$ cat src/rtl/mult_div_unit.sv
// Multicycle signed multiply/divide unit producing the MIPS HI/LO pair.
// Define MULTDIV_UNSIGNED_EN to let op[1] select multu/divu.
module mult_div_unit #(
  parameter int WIDTH = 32
) (
  input  logic             clk,
  input  logic             reset,
  input  logic             start,
  input  logic [1:0]       op,
  input  logic [WIDTH-1:0] SrcA,
  input  logic [WIDTH-1:0] SrcB,
  output logic             busy,
  output logic             done,
  output logic             DIV_ZERO,
  output logic [WIDTH-1:0] HI,
  output logic [WIDTH-1:0] LO
);

  localparam int CW = (WIDTH > 1) ? $clog2(WIDTH) : 1;

  typedef enum logic [1:0] {
    S_IDLE,
    S_CALC,
    S_FIX,
    S_DONE
  } state_t;

  state_t             r_state;
  logic [CW-1:0]      r_cnt;
  logic               r_div;
  logic               r_sa;
  logic               r_sb;
  logic [WIDTH-1:0]   r_a;
  logic [WIDTH-1:0]   r_b;
  logic [2*WIDTH-1:0] r_acc;

  logic               w_uns;
  logic               w_sa;
  logic               w_sb;
  logic [WIDTH-1:0]   w_ma;
  logic [WIDTH-1:0]   w_mb;
  logic [WIDTH:0]     w_sum;
  logic [WIDTH:0]     w_shl;
  logic [WIDTH:0]     w_diff;
  logic [WIDTH-1:0]   w_q;
  logic [WIDTH-1:0]   w_r;

`ifdef MULTDIV_UNSIGNED_EN
  assign w_uns = op[1];
`else
  assign w_uns = op[1] & 1'b0;
`endif

  // Operand signs and magnitudes; unsigned ops skip conversion.
  assign w_sa = ~w_uns & SrcA[WIDTH-1];
  assign w_sb = ~w_uns & SrcB[WIDTH-1];
  assign w_ma = w_sa ? -SrcA : SrcA;
  assign w_mb = w_sb ? -SrcB : SrcB;

  // Shift-add step: HI half gains multiplicand when multiplier LSB is 1.
  assign w_sum = {1'b0, r_acc[2*WIDTH-1:WIDTH]}
               + (r_acc[0] ? {1'b0, r_a} : '0);

  // Restoring divide step: remainder shifted with next dividend bit.
  assign w_shl  = r_acc[2*WIDTH-1:WIDTH-1];
  assign w_diff = w_shl - {1'b0, r_b};

  assign w_r = r_acc[2*WIDTH-1:WIDTH];
  assign w_q = r_acc[WIDTH-1:0];

  // Control FSM, iterative datapath and registered outputs.
  always_ff @(posedge clk) begin
    if (reset) begin
      r_state  <= S_IDLE;
      r_cnt    <= '0;
      r_div    <= 1'b0;
      r_sa     <= 1'b0;
      r_sb     <= 1'b0;
      r_a      <= '0;
      r_b      <= '0;
      r_acc    <= '0;
      busy     <= 1'b0;
      done     <= 1'b0;
      DIV_ZERO <= 1'b0;
      HI       <= '0;
      LO       <= '0;
    end else begin
      unique case (r_state)
        S_IDLE: begin
          if (start) begin
            r_div <= op[0];
            r_sa  <= w_sa;
            r_sb  <= w_sb;
            r_a   <= w_ma;
            r_b   <= w_mb;
            r_cnt <= '0;
            if (op[0] && (SrcB == '0)) begin
              DIV_ZERO <= 1'b1;
              done     <= 1'b1;
              r_state  <= S_DONE;
            end else begin
              busy    <= 1'b1;
              r_acc   <= {{WIDTH{1'b0}}, op[0] ? w_ma : w_mb};
              r_state <= S_CALC;
            end
          end
        end
        S_CALC: begin
          if (r_div) begin
            if (!w_diff[WIDTH])
              r_acc <= {w_diff[WIDTH-1:0], r_acc[WIDTH-2:0], 1'b1};
            else
              r_acc <= {w_shl[WIDTH-1:0], r_acc[WIDTH-2:0], 1'b0};
          end else begin
            r_acc <= {w_sum, r_acc[WIDTH-1:1]};
          end
          r_cnt <= r_cnt + 1'b1;
          if (r_cnt == CW'(WIDTH - 1))
            r_state <= S_FIX;
        end
        S_FIX: begin
          if (r_div) begin
            LO <= (r_sa ^ r_sb) ? -w_q : w_q;
            HI <= r_sa ? -w_r : w_r;
          end else begin
            {HI, LO} <= (r_sa ^ r_sb) ? -r_acc : r_acc;
          end
          DIV_ZERO <= 1'b0;
          busy     <= 1'b0;
          done     <= 1'b1;
          r_state  <= S_DONE;
        end
        S_DONE: begin
          done    <= 1'b0;
          r_state <= S_IDLE;
        end
        default: r_state <= S_IDLE;
      endcase
    end
  end

endmodule

$ cat config.mk
export PLATFORM = sky130hd
export DESIGN_NAME = mult_div_unit
export DESIGN_NICKNAME = d
export VERILOG_FILES = /design/src/rtl/mult_div_unit.sv
export SDC_FILE = /design/constraint.sdc
export NUM_CORES = 1
export LEC_CHECK = 0
export BUFFER_PORTS_ARGS = -buffer_cell sky130_fd_sc_hd__buf_2
export CAP_MARGIN = 20
export CORE_MARGIN = 4
export CORE_UTILIZATION = 40
export DETAILED_ROUTE_END_ITERATION = 8
export SYNTH_ARGS = -nofsm -noshare
export SYNTH_HDL_FRONTEND = slang
export SYNTH_SLANG_ARGS = --single-unit
$ cat constraint.sdc
create_clock -name clk -period 3.7 [get_ports clk]
set_input_delay 0 -clock clk [delete_from_list [all_inputs] [get_ports clk]]
set_output_delay 0 -clock clk [all_outputs]
set_load 0.05 [all_outputs]
## Word-level counts from Yosys, hierarchy flattened

Index checks and enable logic that the tools add are counted.
W data, S select, Z words.

- Bits in registers: 205
- Bits of input ports: 69
- Output and inout port bits: 67
- Word-level logic and storage cells: 70

- Add/sub/neg operators: 8
- Eq/ne operators: 8
- Muxes and demuxes: 27
- Bitwise operators: 1
- Reduce and logical (&&, ||, !) cells: 13

Operators by type and width:

| kind | count |
|---|---|
| $mux W64 | 5 |
| $mux W32 | 8 |
| $neg A32 Y32 | 4 |
| $pmux W64 S2 | 1 |
| $neg A64 Y64 | 1 |
| $add A32 B32 Y33 | 1 |
| $sub A33 B32 Y33 | 1 |
| $logic_not A32 Y1 | 1 |
| $reduce_and A3 Y1 | 4 |
| $pmux W5 S2 | 1 |
| $ne A2 B2 Y1 const B | 4 |
| $pmux W2 S4 | 1 |
| $mux W2 | 3 |
| $reduce_and A2 Y1 | 3 |
| $add A5 B1 Y5 const B | 1 |
| $eq A5 B5 Y1 const B | 1 |
| $mux W5 | 1 |
| $eq A2 B2 Y1 const B | 2 |
| $mux W1 | 4 |
| $pmux W1 S2 | 2 |
| $reduce_bool A2 Y1 | 2 |
| $pmux W1 S3 | 1 |
| $reduce_bool A3 Y1 | 1 |
| $eq A2 B1 Y1 const B | 1 |
| 3 further kinds | 3 |

## Logic depth before layout (Yosys ltp)

Gate-level depths: netlist of the first run.

- Depth after elaboration: 6
- Mapped depth: 16
- Gate-level depth less buffers: 14

## Worst setup path before layout of the first run

No wires, ideal clock.

- Kind: reg2reg
- Start point: reg r_acc[0]
- End point: reg r_acc[63]
- Setup time: 60 ps
- Arrival time: 3609 ps
- Slack: 31 ps
- Cell stages (with the launch flop): 17
- Buffers on the path: 2
- Period minus slack after synthesis: 3669 ps
- Path through: dfxtp_1 -> clkbuf_1 -> clkbuf_1 -> and2_1 -> ha_1 -> inv_1 -> fa_1 -> nor2b_1 -> o31a_1 -> a2111oi_0 -> o32ai_1 -> and2_1 -> nor4_1 -> o41ai_1 -> a31oi_1 -> o311ai_0 -> o311a_1

- Longest elaborated chain between the ends: 4

RTL lines:

| what | line | source |
|---|---|---|
| from (decl) | 35 | `logic [2*WIDTH-1:0] r_acc;` |
| from (signal assigned) | 103 | `r_acc <= {{WIDTH{1'b0}}, op[0] ? w_ma : w_mb};` |
| from (signal assigned) | 111 | `r_acc <= {w_diff[WIDTH-1:0], r_acc[WIDTH-2:0], 1'b1};` |
| from (signal assigned) | 113 | `r_acc <= {w_shl[WIDTH-1:0], r_acc[WIDTH-2:0], 1'b0};` |
| $mux W32 | 62 | `+ (r_acc[0] ? {1'b0, r_a} : '0);` |
| $add A32 B32 Y33 | 62 |  |
| $mux W64 | 109 | `if (r_div) begin` |
| $pmux W64 S2 | 88 | `unique case (r_state)` |

No other way between the ends.
A chain may end at the register's enable or synchronous reset.

## Worst setup path in the final report of the first run

- Start point: reg r_acc[31]
- End point: reg r_acc[51]

- Longest elaborated chain between the ends: 4

RTL lines:

| what | line | source |
|---|---|---|
| $sub A33 B32 Y33 | 66 | `assign w_diff = w_shl - {1'b0, r_b};` |
| $mux W64 | 110 | `if (!w_diff[WIDTH])` |
| $mux W64 | 109 |  |
| $pmux W64 S2 | 88 |  |

No other way between the ends.

==> results.py, run 1 <==
metrics = {
    "timing": {
        "period_share": 0.935,
        "setup_viol": 0,
        "drv_slew": 0,
        "skew_ns": 0.0139,
        "fmax_ghz": 0.289,
        "worst_slack_ns": 0.239,
        "final-hold-violation-count": 0,
        "worst_pin_slew_ns": 1.10,
        "post-route-min-period_ns": 3.46,
        "slew_headroom": 0.265,
        "fin_setup_tns_ns": 0,
    },
    "drt": {
        "num_vias": 14640,
        "drcViolationCount": 0,
        "viasPerCell": 5.69,
        "antenna_left": 0,
        "dr.first_iter.drc_count": 1017,
        "wirelength_um": 50900,
        "wl_per_cell_um": 19.8,
        "dr.pass1.iters": 5,
    },
    "yosys": {
        "ys.flop_type": "dfxtp_1",
        "ys_seq_elements": 205,
        "syn_avg_cell_area_um2": 7.83,
        "ys.warnings.count": 0,
        "yosysUniqueCellTypes": 77,
        "synth_edf_count": 0,
        "synth_nets": 2047,
        "netlist_area_um2": 14900,
        "async_flop_share": 0,
        "ys_seq_area_frac": 0.275,
        "syn_inst": 1902,
    },
    "clock_tree": {
        "clock_latency_ns": 0.54,
        "cts_root_buf": "clkbuf_16",
        "clock_sink_count": 205,
        "clk_pin_slew_ns": 0.06,
        "cts_tree": "built",
        "numCtsBuffers": 25,
        "h-tree-depth": 1,
        "clk_path_buf_depth": 3,
    },
    "finish": {
        "fillers": 3604,
        "instances_no_fill": 2573,
        "area_growth_pct": 20.0,
        "fin_nets": 2233,
        "drive_gt1_frac": 0.144,
        "num_antenna_cells": 0,
        "ff_latch_area_um2": 4110,
        "final_core_util": 0.487,
        "multi_input_area_um2": 10200,
    },
    "critical_path": {
        "crit_type": "flop to flop",
        "cp_data_required_time_ns": 4.11,
        "critPathMaxFanout": 18,
        "cp.arrival_ns": 3.87,
        "critPathLaunchType": "flop",
        "critPathCaptureType": "flop",
    },
    "floorplan": {
        "core_area_um2": 36700,
        "die_area_um2": 40400,
        "die_w_um": 201,
        "io_pins": 136,
        "start_util": 0.406,
        "die_y_um": 201,
        "row_count": 70,
    },
    "grt": {
        "grt_pass1_wl_um": 79200,
        "first_global_vias": 13671,
        "use_met3": 0.0320,
        "grt-ovfl-total": 0,
        "grt-busiest-layer": "met2",
        "grt_usage": 0.241,
        "grt_util_met1": 0.332,
        "antenna_found_initial": 0,
        "grt_use_met2": 0.398,
        "grt_max_degree": 119,
    },
    "placed_design": {
        "dp_slack_ns": 0.0876,
        "io_buffer_count": 134,
        "dp_hpwl_um": 38800,
        "gp_congestion": 0.904,
        "dp.cells": 2464,
    },
    "run": {
        "max-cap-violations": 0,
    },
    "pwr": {
        "max-vdd-ir-drop_uv": 726,
        "p_leak_uw": 0.00741,
        "power_density_nw_per_um2": 674,
    },
    "worst_hold_path": {
        "hold_class": "input pin to flop",
    },
    "status": {
        "status": "completed",
    },
}
==> flip-flops by register name (all words and copies together), names as in the netlist, 2 cells and up <==
| signal | flops |
|---|---|
| r_a | 32 |
| r_state | 2 |
| r_cnt | 5 |
| r_acc | 64 |
| r_b | 32 |
| HI | 32 |
| LO | 32 |
==> cell type report <==
cell class | count | area share
flip-flops and latches | 205 | 0.230
well taps | 468 | 0.0328
clock inverters | 11 | 0.00434
multi-input cells | 1511 | 0.568
clock buffers | 33 | 0.0395
repair buffers | 278 | 0.111
inverters | 67 | 0.0141
==> synth_stat cells, types with 7 or more instances <==
cell	instances	area, um2
mux2_2	15	169
a22oi_1	26	195
a211oi_1	138	1040
buf_2	11	55.1
and2_1	38	238
o31ai_1	24	180
o21a_1	7	52.6
nand4_1	17	106
clkbuf_1	97	364
nor4_1	11	68.8
xor2_1	99	867
or4_1	12	90.1
or3_1	22	138
nor2_1	232	871
o41ai_1	11	96.3
nand2_1	145	544
nand2b_1	13	81.3
o211ai_1	14	105
dfxtp_1	205	4100
inv_1	66	248
mux2i_1	81	811
a21o_1	30	225
nor2b_1	14	87.6
buf_1	10	37.5
and3_1	8	50.1
a21oi_1	120	601
o21ai_0	111	556
nor3_1	35	175
nand3_1	20	100
a311oi_1	16	140
a31oi_1	21	131
xnor2_1	71	622
ha_1	74	926
==> cell usage in the layout (no fill, tap or decap), types with 7 or more instances in the layout <==
master,n
a211oi_1,138
a21o_1,30
a21oi_1,119
a22oi_1,26
a311oi_1,16
a31oi_1,21
and2_1,38
and3_1,8
buf_2,133
buf_4,75
clkbuf_16,25
clkinv_2,8
dfxtp_1,204
dlygate4sd3_1,63
ha_1,73
inv_1,66
mux2_2,15
mux2i_1,81
nand2_1,145
nand2b_1,13
nand3_1,20
nand4_1,17
nor2_1,230
nor2b_1,14
nor3_1,34
nor4_1,10
o211ai_1,14
o21a_1,7
o21ai_0,110
o31ai_1,24
o41ai_1,10
or3_1,22
or4_1,12
xnor2_1,71
xor2_1,98
==> metrics by stage <==
step	area [um2]	hold WS [ns]	power, uW
after floorplan	14900	0.136	7850
after global placement	16400	0.314	9570
after detailed placement	16400	0.327	9620
after CTS	17800	0.00445	12100
after global routing	17900	0.0144	12900
final	17900	0.0213	12100
==> timing repair <==
item	CTS	global route
hold buffers	63	0
endpoints found under the hold margin	63	0
resized for setup	0	6
endpoints found under the setup margin	0	9
setup buffers	0	2
==> critical path, cell delays in order (launching register included) <==
cell      delay (ns)
dfxtp_1         0.32
inv_1           0.06
ha_1            0.21
fa_1            0.38
nand2b_1        0.19
a21oi_1         0.27
o21ai_0         0.20
o211ai_1        0.19
a211oi_1        0.19
o31ai_1         0.29
buf_4           0.18
xor2_4          0.15
buf_4           0.18
buf_12          0.18
mux2i_1         0.19
o221ai_1        0.12
==> where the power goes <==
part	internal [uW]	switching, uW
logic	2180	4020
registers	2860	642
clock network	1350	1010
==> final timing paths <==
path	startpoint	endpoint	slack, ns	depth (start not counted)
worst max-delay path	r_acc[31]$_SDFFE_PP0P_	r_acc[51]$_SDFFE_PP0P_	0.24	15
worst min-delay path	reset	r_acc[25]$_SDFFE_PP0P_	0.02	2
worst max register to register	r_acc[31]$_SDFFE_PP0P_	r_acc[51]$_SDFFE_PP0P_	0.24	15
worst min register to register	r_a[31]$_SDFFE_PP0P_	r_a[31]$_SDFFE_PP0P_	0.46	2
==> routing by layer <==
| metal | part of all wire | vias to the layer above |
|---|---|---|
| met5 | 0 | - |
| met3 | 0.054 | 65 |
| met4 | 0.029 | 0 |
| li1 | - | 7286 |
| met1 | 0.46 | 6845 |
| met2 | 0.46 | 444 |
==> cell families (layout without fill, tap and decap cells) <==
group | Yosys count | in the layout | share of synthesized area
simple gates | 594 | 594 | 0.190
compound gates | 575 | 575 | 0.255
flops | 205 | 205 | 0.275
buf+inv | 186 | 389 | 0.0480
xor+xnor | 170 | 170 | 0.0999
mux | 96 | 96 | 0.0658
fa+ha+maj | 76 | 76 | 0.0648
(Power assumes the default switching activity.)
==> inputs of run 2 (changes only) <==
--- a/config.mk
+++ b/config.mk
@@ -10,6 +10,7 @@
 export CORE_MARGIN = 4
 export CORE_UTILIZATION = 40
 export DETAILED_ROUTE_END_ITERATION = 8
+export REMOVE_ABC_BUFFERS = 1
 export SYNTH_ARGS = -nofsm -noshare
 export SYNTH_HDL_FRONTEND = slang
 export SYNTH_SLANG_ARGS = --single-unit
==> run 2 against run 1 <==
Cell area is 1.2% higher. Hold slack better by 0.035 ns. First-iteration DRC count is 0.79% higher. Critical path depth is 3 lower. Utilization is 0.59 points higher. Via count is 1.2% higher. Clock skew hardly changed. Clock power is 6% higher. Non-clock buffer count is 18 higher. Largest cell class unchanged. Sequential cell count stayed put.
==> results.py, run 2 (synthesis results as in run 1) <==
metrics = {
    "pwr": {
        "power_density_nw_per_um2": 675,
        "p_sw_uw": 5660,
        "seqPwrFrac": 0.283,
        "power_uw": 12200,
        "internal_power_uw": 6550,
        "p_leak_uw": 0.00751,
        "p_comb_frac": 0.512,
        "sw_frac_of_total": 0.464,
        "power.clock.fraction": 0.205,
        "max-vdd-ir-drop_uv": 519,
    },
    "drt": {
        "dr.pass1.iters": 5,
        "drcViolationCount": 0,
        "wirelength_um": 50200,
        "num_vias": 14818,
        "antenna_left": 0,
        "dr.first_iter.drc_count": 1025,
        "wl_per_cell_um": 19.4,
        "viasPerCell": 5.71,
    },
    "finish": {
        "largest_reg_flops": 64,
        "fin_nets": 2251,
        "drive_gt1_frac": 0.145,
        "area_growth_pct": 21.5,
        "regMostFlops": "r_acc",
        "final_common_cell": "nor2_1",
        "final_cell_mix": "nor2_1, dfxtp_1, nand2_1, a211oi_1, buf_2",
        "final_core_util": 0.493,
    },
    "grt": {
        "grt-ovfl-total": 0,
        "grt_pass1_wl_um": 79000,
        "first_global_vias": 14203,
        "grt_max_degree": 86,
        "antenna_found_initial": 2,
        "grt_usage": 0.238,
    },
    "timing": {
        "grt_setup_unrepaired": "no",
        "worst_pin_slew_ns": 1.01,
        "skew_ns": 0.0139,
        "period_share": 0.935,
        "slew_headroom": 0.320,
        "fin_setup_tns_ns": 0,
        "final-hold-violation-count": 0,
        "fmax_ghz": 0.289,
        "post-route-min-period_ns": 3.46,
        "setup_viol": 0,
        "drv_slew": 0,
    },
    "placed_design": {
        "dp_hpwl_um": 37600,
        "io_buffer_count": 134,
        "gp_congestion": 0.943,
    },
    "critical_path": {
        "cp_data_required_time_ns": 4.19,
        "crit_slowest_cell": "or4_1",
        "crit_chain": "dlygate4sd3_1 > buf_2 > or4_1 > nor4_4 > nand4_1 > o21ai_1 > nand2_1 > xor2_1 > dlygate4sd3_1 > nand2_1 > a21oi_1 > dlygate4sd3_1",
        "critPathMaxFanout": 4,
        "cpMostUsedCell": "dlygate4sd3_1",
        "critPathLaunchType": "input pin",
        "cp.buffers_inverters": 4,
        "crit_family": "buffers and inverters",
        "critPathCaptureType": "flop",
        "critPathMaxStageDelay_ns": 0.63,
        "crit_type": "input pin to flop",
        "cp.arrival_ns": 3.95,
    },
    "floorplan": {
        "row_count": 70,
        "die_w_um": 201,
        "die_y_um": 201,
        "core_area_um2": 36700,
        "die_area_um2": 40400,
        "io_pins": 136,
        "start_util": 0.406,
    },
    "run": {
        "max-cap-violations": 0,
    },
    "clock_tree": {
        "cts_tree": "built",
        "cts_root_buf": "clkbuf_16",
        "clock_sink_count": 205,
        "clock_latency_ns": 0.56,
        "cts_setup_buffers": 0,
        "clk_path_buf_depth": 3,
        "clk_pin_slew_ns": 0.06,
        "h-tree-depth": 1,
        "numCtsBuffers": 25,
    },
    "worst_hold_path": {
        "hold_class": "input pin to flop",
    },
    "status": {
        "status": "completed",
    },
}
==> run 2: cell count changes in the layout (fill, tap and decap cells not counted), sizes merged <==
| cell | previous run | this run |
|---|---|---|
| buf | 215 | 218 |
| dlygate4sd3 | 63 | 78 |
| bufinv | 0 | 2 |
| inv | 69 | 68 |
| clkinv | 9 | 8 |
| clkinvlp | 0 | 1 |
| diode | 0 | 1 |
==> run 2: layer usage <==
metal	vias up	wire, um	track usage
met2	520	22100	0.378
met1	6854	23300	0.338
met3	118	3040	0.0325
li1	7326	-	-
met5	-	0	0
met4	0	1730	0.0715
==> run 2: what timing repair did <==
| item | 4_1_cts | 5_1_grt |
|---|---|---|
| resized for setup | 0 | 9 |
| endpoints found under the setup margin | 0 | 11 |
| endpoints found under the hold margin | 90 | 0 |
| hold buffers | 78 | 0 |
==> run 2: final timing paths <==
kind                    startpoint                endpoint  slack, ns  depth (start not counted)
max                        SrcB[9]    r_b[26]$_SDFFE_PP0P_       0.24                         12
min                        SrcB[8]     r_b[8]$_SDFFE_PP0P_       0.06                          3
max reg2reg  r_acc[0]$_SDFFE_PP0P_  r_acc[51]$_SDFFE_PP0P_       0.28                         16
min reg2reg   r_a[31]$_SDFFE_PP0P_    r_a[31]$_SDFFE_PP0P_       0.46                          2
==> run 2: layout make-up <==
cell class | instances | area (um2)
tap | 468 | 586
antenna | 1 | 2.50
multi-input combinational | 1511 | 10200
fill | 3548 | 18600
clock inverter | 12 | 128
inverter | 67 | 251
timing repair buffer | 296 | 2150
sequential | 205 | 4110
clock buffer | 33 | 706
==> run 2: stage by stage <==
step / setup slack [ns] / hold WS, ns / cells / cell area (um2)
2_1_floorplan: -1.95 / 0.0691 / 1783 / 14400
3_3_place_gp: 0.0668 / 0.309 / 2469 / 16500
3_5_place_dp: 0.0411 / 0.315 / 2469 / 16500
4_1_cts: 0.0276 / 0.00222 / 2592 / 18100
5_1_grt: 0.0205 / 0.0377 / 2593 / 18100
6_report: 0.240 / 0.0559 / 2593 / 18100
==> run 2: worst reg2reg max path: cells and delay by family (launching register included) <==
kind | cells | cell delay (ns)
flops | 1 | 0.33
fa+ha+maj | 2 | 0.40
simple gates | 4 | 0.67
compound gates | 6 | 1.35
buf+inv | 3 | 0.37
xor+xnor | 1 | 0.15
==> run 2: power groups by stage <==
stage	clock network, uW	logic (uW)	registers (uW)
after floorplan	0	3530	4260
after global placement	0	6060	3470
after detailed placement	0	6110	3490
after CTS	2560	6230	3450
after global routing	2650	6830	3550
final	2500	6250	3460
